`config.mk`:
```
export PLATFORM = sky130hd
export DESIGN_NAME = fifo_rr_arbiter
export DESIGN_NICKNAME = d
export VERILOG_FILES = /design/src/rtl/fifo_arb_pkg.sv /design/src/rtl/fifo_arb_rr_pick.sv /design/src/rtl/fifo_rr_arbiter.sv
export SDC_FILE = /design/constraint.sdc
export NUM_CORES = 1
export LEC_CHECK = 0
export ABC_AREA = 0
export CORE_UTILIZATION = 38
export CTS_CLUSTER_DIAMETER = 30
export DETAILED_ROUTE_END_ITERATION = 7
export HOLD_SLACK_MARGIN = 0.06
export PLACE_DENSITY = 0.87
export SLEW_MARGIN = 20
export SYNTH_ARGS = -nofsm -noshare
export SYNTH_HDL_FRONTEND = slang
export SYNTH_SLANG_ARGS = --single-unit
```
`constraint.sdc`:
```
create_clock -name clk -period 6.8 [get_ports clk]
set_input_delay 1.02 -clock clk [delete_from_list [all_inputs] [get_ports clk]]
set_output_delay 1.02 -clock clk [all_outputs]
set_load 0.05 [all_outputs]
```
`src/rtl/fifo_arb_pkg.sv`:
```
// Shared types and helpers for the packet round-robin FIFO arbiter.
//   arb_state_e : arbiter FSM state (IDLE = free to arbitrate, LOCKED = mid-packet)
//   rr_next     : (idx + 1) mod n, valid for any n >= 1 (not only powers of two)
package fifo_arb_pkg;

  typedef enum logic {
    IDLE   = 1'b0,
    LOCKED = 1'b1
  } arb_state_e;

  function automatic int rr_next(input int idx, input int n);
    return (idx + 1 >= n) ? 0 : idx + 1;
  endfunction

endpackage

```
`src/rtl/fifo_arb_rr_pick.sv`:
```
// Combinational rotate-priority encoder.
//   req       : request vector, bit i = requester i wants service
//   rr_ptr    : index with highest priority; priority falls off rr_ptr+1, ... mod P_NUM_REQ
//   sel       : chosen index (0 when nothing is requested)
//   sel_valid : at least one request bit is set
module fifo_arb_rr_pick #(
  parameter int P_NUM_REQ   = 4,
  parameter int P_IDX_WIDTH = $clog2(P_NUM_REQ)
) (
  input  logic [P_NUM_REQ-1:0]   req,
  input  logic [P_IDX_WIDTH-1:0] rr_ptr,
  output logic [P_IDX_WIDTH-1:0] sel,
  output logic                   sel_valid
);

  // rr_ptr is always < P_NUM_REQ, so one conditional subtract is a full modulo.
  function automatic int wrap_add(input int base, input int off);
    return (base + off >= P_NUM_REQ) ? base + off - P_NUM_REQ : base + off;
  endfunction

  // Scan from the farthest offset down to rr_ptr itself so the closest
  // requester (smallest offset) is the last writer and therefore wins.
  always_comb begin
    sel       = '0;
    sel_valid = 1'b0;
    for (int k = P_NUM_REQ - 1; k >= 0; k--) begin
      if (req[wrap_add(int'(rr_ptr), k)]) begin
        sel       = P_IDX_WIDTH'(wrap_add(int'(rr_ptr), k));
        sel_valid = 1'b1;
      end
    end
  end

endmodule

```
`src/rtl/fifo_rr_arbiter.sv`:
```
// Packet-level round-robin arbiter between P_NUM_REQ FWFT FIFOs and one consumer.
// Whole packets (terminated by req_last) are forwarded without interleaving.
//   clk, rst     : clock, synchronous active-high reset
//   req_empty    : per-FIFO empty flag; head word valid when low
//   req_data     : per-FIFO head data
//   req_last     : per-FIFO head word ends a packet
//   req_rd_en    : per-FIFO pop strobe (combinational, at most one bit high)
//   out_valid/out_data/out_last/out_src : registered output word and its source
//   out_ready    : consumer accepts the word
//   dbg_state, dbg_rr_ptr, dbg_lock_idx : internal FSM state for observation
//
// Handshake: a word transfers on a rising edge where out_valid && out_ready.
// While out_valid && !out_ready all out_* hold and nothing is popped. The output
// register accepts a new word whenever it is empty or being drained that cycle,
// so back-to-back words flow at one per cycle.
module fifo_rr_arbiter
  import fifo_arb_pkg::*;
#(
  parameter int P_NUM_REQ    = 4,
  parameter int P_DATA_WIDTH = 32,
  parameter int P_IDX_WIDTH  = $clog2(P_NUM_REQ)
) (
  input  logic                                  clk,
  input  logic                                  rst,
  input  logic [P_NUM_REQ-1:0]                  req_empty,
  input  logic [P_NUM_REQ-1:0][P_DATA_WIDTH-1:0] req_data,
  input  logic [P_NUM_REQ-1:0]                  req_last,
  output logic [P_NUM_REQ-1:0]                  req_rd_en,
  output logic                                  out_valid,
  output logic [P_DATA_WIDTH-1:0]               out_data,
  output logic                                  out_last,
  output logic [P_IDX_WIDTH-1:0]                out_src,
  input  logic                                  out_ready,
  output arb_state_e                            dbg_state,
  output logic [P_IDX_WIDTH-1:0]                dbg_rr_ptr,
  output logic [P_IDX_WIDTH-1:0]                dbg_lock_idx
);

  arb_state_e             state;
  logic [P_IDX_WIDTH-1:0] rr_ptr;
  logic [P_IDX_WIDTH-1:0] lock_idx;

  logic [P_IDX_WIDTH-1:0] pick_sel;
  logic                   pick_valid;
  logic [P_IDX_WIDTH-1:0] sel;
  logic                   sel_valid;
  logic                   slot_free;
  logic                   pop;

  fifo_arb_rr_pick #(
    .P_NUM_REQ  (P_NUM_REQ),
    .P_IDX_WIDTH(P_IDX_WIDTH)
  ) u_pick (
    .req      (~req_empty),
    .rr_ptr   (rr_ptr),
    .sel      (pick_sel),
    .sel_valid(pick_valid)
  );

  // While locked, only the owning FIFO is eligible; if it underflows the
  // arbiter simply stalls rather than letting another requester in.
  always_comb begin
    sel       = pick_sel;
    sel_valid = pick_valid;
    if (state == LOCKED) begin
      sel       = lock_idx;
      sel_valid = !req_empty[lock_idx];
    end
  end

  assign slot_free = !out_valid || out_ready;
  assign pop       = slot_free && sel_valid && !rst;

  always_comb begin
    req_rd_en = '0;
    if (pop) req_rd_en[sel] = 1'b1;
  end

  always_ff @(posedge clk) begin
    if (rst) begin
      out_valid <= 1'b0;
      out_last  <= 1'b0;
      out_src   <= '0;
      state     <= IDLE;
      rr_ptr    <= '0;
      lock_idx  <= '0;
    end else begin
      if (pop) begin
        out_valid <= 1'b1;
        out_data  <= req_data[sel];
        out_last  <= req_last[sel];
        out_src   <= sel;
        case (state)
          IDLE: begin
            if (!req_last[sel]) begin
              state    <= LOCKED;
              lock_idx <= sel;
            end else begin
              rr_ptr <= P_IDX_WIDTH'(rr_next(int'(sel), P_NUM_REQ));
            end
          end
          LOCKED: begin
            if (req_last[sel]) begin
              state  <= IDLE;
              rr_ptr <= P_IDX_WIDTH'(rr_next(int'(lock_idx), P_NUM_REQ));
            end
          end
          default: state <= IDLE;
        endcase
      end else if (out_ready) begin
        out_valid <= 1'b0;
      end
    end
  end

  assign dbg_state    = state;
  assign dbg_rr_ptr   = rr_ptr;
  assign dbg_lock_idx = lock_idx;

endmodule

```
==> results.sh <==
export IMPL_status="complete, but fails checks"
export IMPL_violations="design-rule violations"
export IMPL_hp_start="out_last$_SDFFE_PP0P_"
export IMPL_die_w_microns=84.2
export IMPL_final_antenna_net_count=0
export IMPL_synth_top_area_share_pct=37.4
export IMPL_synthFlopType="edfxtp_1"
export IMPL_worstHoldPathType="reg -> reg"
export IMPL_clock_latency_ns=0.29
export IMPL_drt_initial_drc_count=147
export IMPL_drive_gt1_share_pct=4.39
export IMPL_worstSetupPathType="in -> out"
export IMPL_synth_mux_area_fraction_pct=2.92
export IMPL_crit_start="req_empty[0]"
export IMPL_pwr_share_comb_pct=63.5
export IMPL_tightestPinTransition_ns=0.839
export IMPL_leakagePower_uw=0.00163
export IMPL_regArea_sq_mm=0.00114
export IMPL_setup_tns_ns=0
export IMPL_ys_warn_count=0
export IMPL_nNetsFinal=598
export IMPL_grt_max_degree=69
export IMPL_yosysMostFrequentCell="nand2_1"
export IMPL_cp_required_ns=5.78
export IMPL_cap_viol_max_count=0
export IMPL_synth_compound_area_share_pct=22.1
export IMPL_wl_per_cell_microns=16.2
export IMPL_hold_slack_ns=0.497
export IMPL_multi_input_area_sq_mm=0.00133
export IMPL_async_flop_share_pct=0
export IMPL_post_synth_top_area_cell="edfxtp_1"
export IMPL_fin_skew_ns=0.00699
export IMPL_drv_slew=0
export IMPL_startpoint_type="input pin"
export IMPL_stdcell_area_sq_mm=0.00455
export IMPL_numPortBuffers=183
export IMPL_cts_sinks=41
export IMPL_synth_xor_area_share_pct=0.341
export IMPL_syn_to_final_growth_pct=77.2
export IMPL_slowest_stage="clkdlybuf4s50_1"
export IMPL_fin_crit_sh_pct=74.7
export IMPL_synth_adder_area_share_pct=1.95
export IMPL_antenna_found_initial=0
export IMPL_die_height_microns=84.2
export IMPL_cts_tree="done"
export IMPL_max_stage_delay_ns=0.70
export IMPL_cts_resized=0
export IMPL_synth_top_cells_by_area="edfxtp_1 (37%), nand2_1 (10%), a211oi_1 (9.9%)"
export IMPL_path_clk_slew_ns=0.08
export IMPL_path_cells="clkdlybuf4s50_1 -> nor2b_2 -> nor3b_1 -> o22ai_1 -> o21ai_4 -> inv_1 -> ha_1 -> and2_1 -> clkdlybuf4s50_1"
export IMPL_synthesis_nets=428
export IMPL_syn_avg_cell_area_sq_um=9.01
export IMPL_die_area_sq_mm=0.00709
export IMPL_post_dp_cell_area_sq_mm=0.00444
export IMPL_rows=29
export IMPL_drc=29
export IMPL_cts_htree_levels=2
export IMPL_wl_microns=8650
export IMPL_seq_area_frac_synth_pct=44.4
export IMPL_vias=2853
export IMPL_synth_edf_count=32
export IMPL_setup_violations_final=0
export IMPL_cp_end_kind="output port"
export IMPL_core_area_sq_mm=0.00642
export IMPL_post_cts_buffers=0
export IMPL_p_int_uw=916
export IMPL_cts_inserted_buffers=5
export IMPL_syn_inst=285
export IMPL_crit_fanout=34
export IMPL_grt_pass1_vias=2777
export IMPL_synthSimpleGateAreaFrac_pct=23.7
export IMPL_clockBufferDepth=2
export IMPL_synth_top_family_by_area="simple AND/OR/NAND/NOR gates"
export IMPL_place_congestion=0.871
export IMPL_rsz0062_at_grt="false"
export IMPL_r2r_start="dbg_rr_ptr[1]$_SDFFE_PP0P_"
export IMPL_slew_headroom_pct=43.8
export IMPL_start_util_pct=40.0
export IMPL_hold_buffers=0
export IMPL_antenna_cells=0
export IMPL_powerDensity_mw_per_mm2=384
export IMPL_pin_count=184
export IMPL_hold_violations=0
export IMPL_crit_arrival_ns=4.06
export IMPL_grtUsageTotal_pct=23.8
export IMPL_ys_types=34
export IMPL_swShare_pct=47.6
export IMPL_grt_ovfl_total=0
export IMPL_cts_root_buf="clkbuf_8"
export IMPL_pwr_share_clk_pct=11.0
export IMPL_p_switching_uw=833
export IMPL_max_vdd_ir_drop_uv=270
export IMPL_crit_path_frequent_cell="clkdlybuf4s50_1"
export IMPL_vias_per_cell=5.35
export IMPL_grt_pass1_wl_microns=13400
export IMPL_dpl_hpwl_microns=6350
export IMPL_ys_ff_latch=41
export IMPL_nFillCells=488
export IMPL_period_minus_slack_ns=5.08
export IMPL_synth_commonest_cells="nand2_1 (69), and2_1 (36), a211oi_1 (34)"
export IMPL_drtPass1Iterations=6
export IMPL_seq_power_share_pct=25.5
export IMPL_fmax_ghz=0.197
export IMPL_netlist_area_sq_mm=0.00257
## logic make-up (layout without fill, tap and decap cells)
kind of cell | after synthesis | in the layout
adder cells (fa/ha/maj) | 4 | 4
AO/OA/AOI/OAI | 82 | 82
XOR/XNOR | 1 | 1
AND/OR/NAND/NOR | 125 | 125
multiplexers | 5 | 5
buffers and inverters | 27 | 198
flip-flops | 41 | 41
## critical path: cells and delay by family
family	cells	cell delay (ns)
buffers and inverters	3	1.49
AOI/OAI and AO/OA	2	0.88
and+or+nand+nor	3	0.43
adders and majority gates	1	0.24
## power groups by stage
| stage | clock network (uW) | logic, uW | registers (uW) |
|---|---|---|---|
| 2_1_floorplan | 0 | 464 | 745 |
| 3_3_place_gp | 0 | 1090 | 447 |
| 3_5_place_dp | 0 | 1110 | 452 |
| 4_1_cts | 195 | 1110 | 447 |
| 5_1_grt | 204 | 1190 | 456 |
| 6_report | 192 | 1110 | 446 |
## layout by cell type (no fill, tap or decap), types with 2 or more instances in the layout
cell,instances
nand2_1,69
mux2i_1,3
a31oi_1,32
o21ai_0,5
ha_1,4
nand2b_1,7
and2_1,36
nor2_1,5
mux4_2,2
dfxtp_1,9
buf_4,4
inv_1,2
a21oi_1,4
a211oi_1,33
edfxtp_1,32
clkbuf_8,5
clkdlybuf4s50_1,183
## worst paths after layout
kind | endpoint | slack, ns | depth (start not counted)
setup / recovery | req_rd_en[1] | 1.72 | 9
hold / removal | out_last$_SDFFE_PP0P_ | 0.50 | 2
setup reg to reg | dbg_lock_idx[1]$_SDFFE_PP0P_ | 3.68 | 8
hold reg to reg | out_last$_SDFFE_PP0P_ | 0.50 | 2
## layout make-up
class | instances | share of cell area, %
flip-flops and latches | 41 | 25.1
clock buffers | 6 | 1.59
clock inverters | 2 | 0.742
repair buffers | 187 | 40.9
well taps | 77 | 2.12
inverters | 3 | 0.247
multi-input cells | 217 | 29.3
## registers in the layout (all words and copies together) (netlist names)
name          count
dbg_lock_idx      2
dbg_rr_ptr        2
out_data         32
out_last          1
dbg_state         1
out_src           2
out_valid         1
## stage by stage
step	util (%)	setup WS, ns	std cells	total power (uW)
floorplan	-	2.96	285	1210
CTS	70.9	1.77	533	1760
detailed placement	69.2	1.78	525	1560
global route	70.9	1.52	533	1850
finish	70.9	1.72	533	1750
global placement	69.2	1.91	525	1530
## routing by layer
metal	wire length, microns	track usage [%]	vias up
met5	0	0	-
met4	148	6.27	0
met3	669	6.00	15
met2	4390	44.2	121
met1	3450	27.1	1345
li1	-	-	1372
No activity file was read; power rests on OpenSTA's default activity.
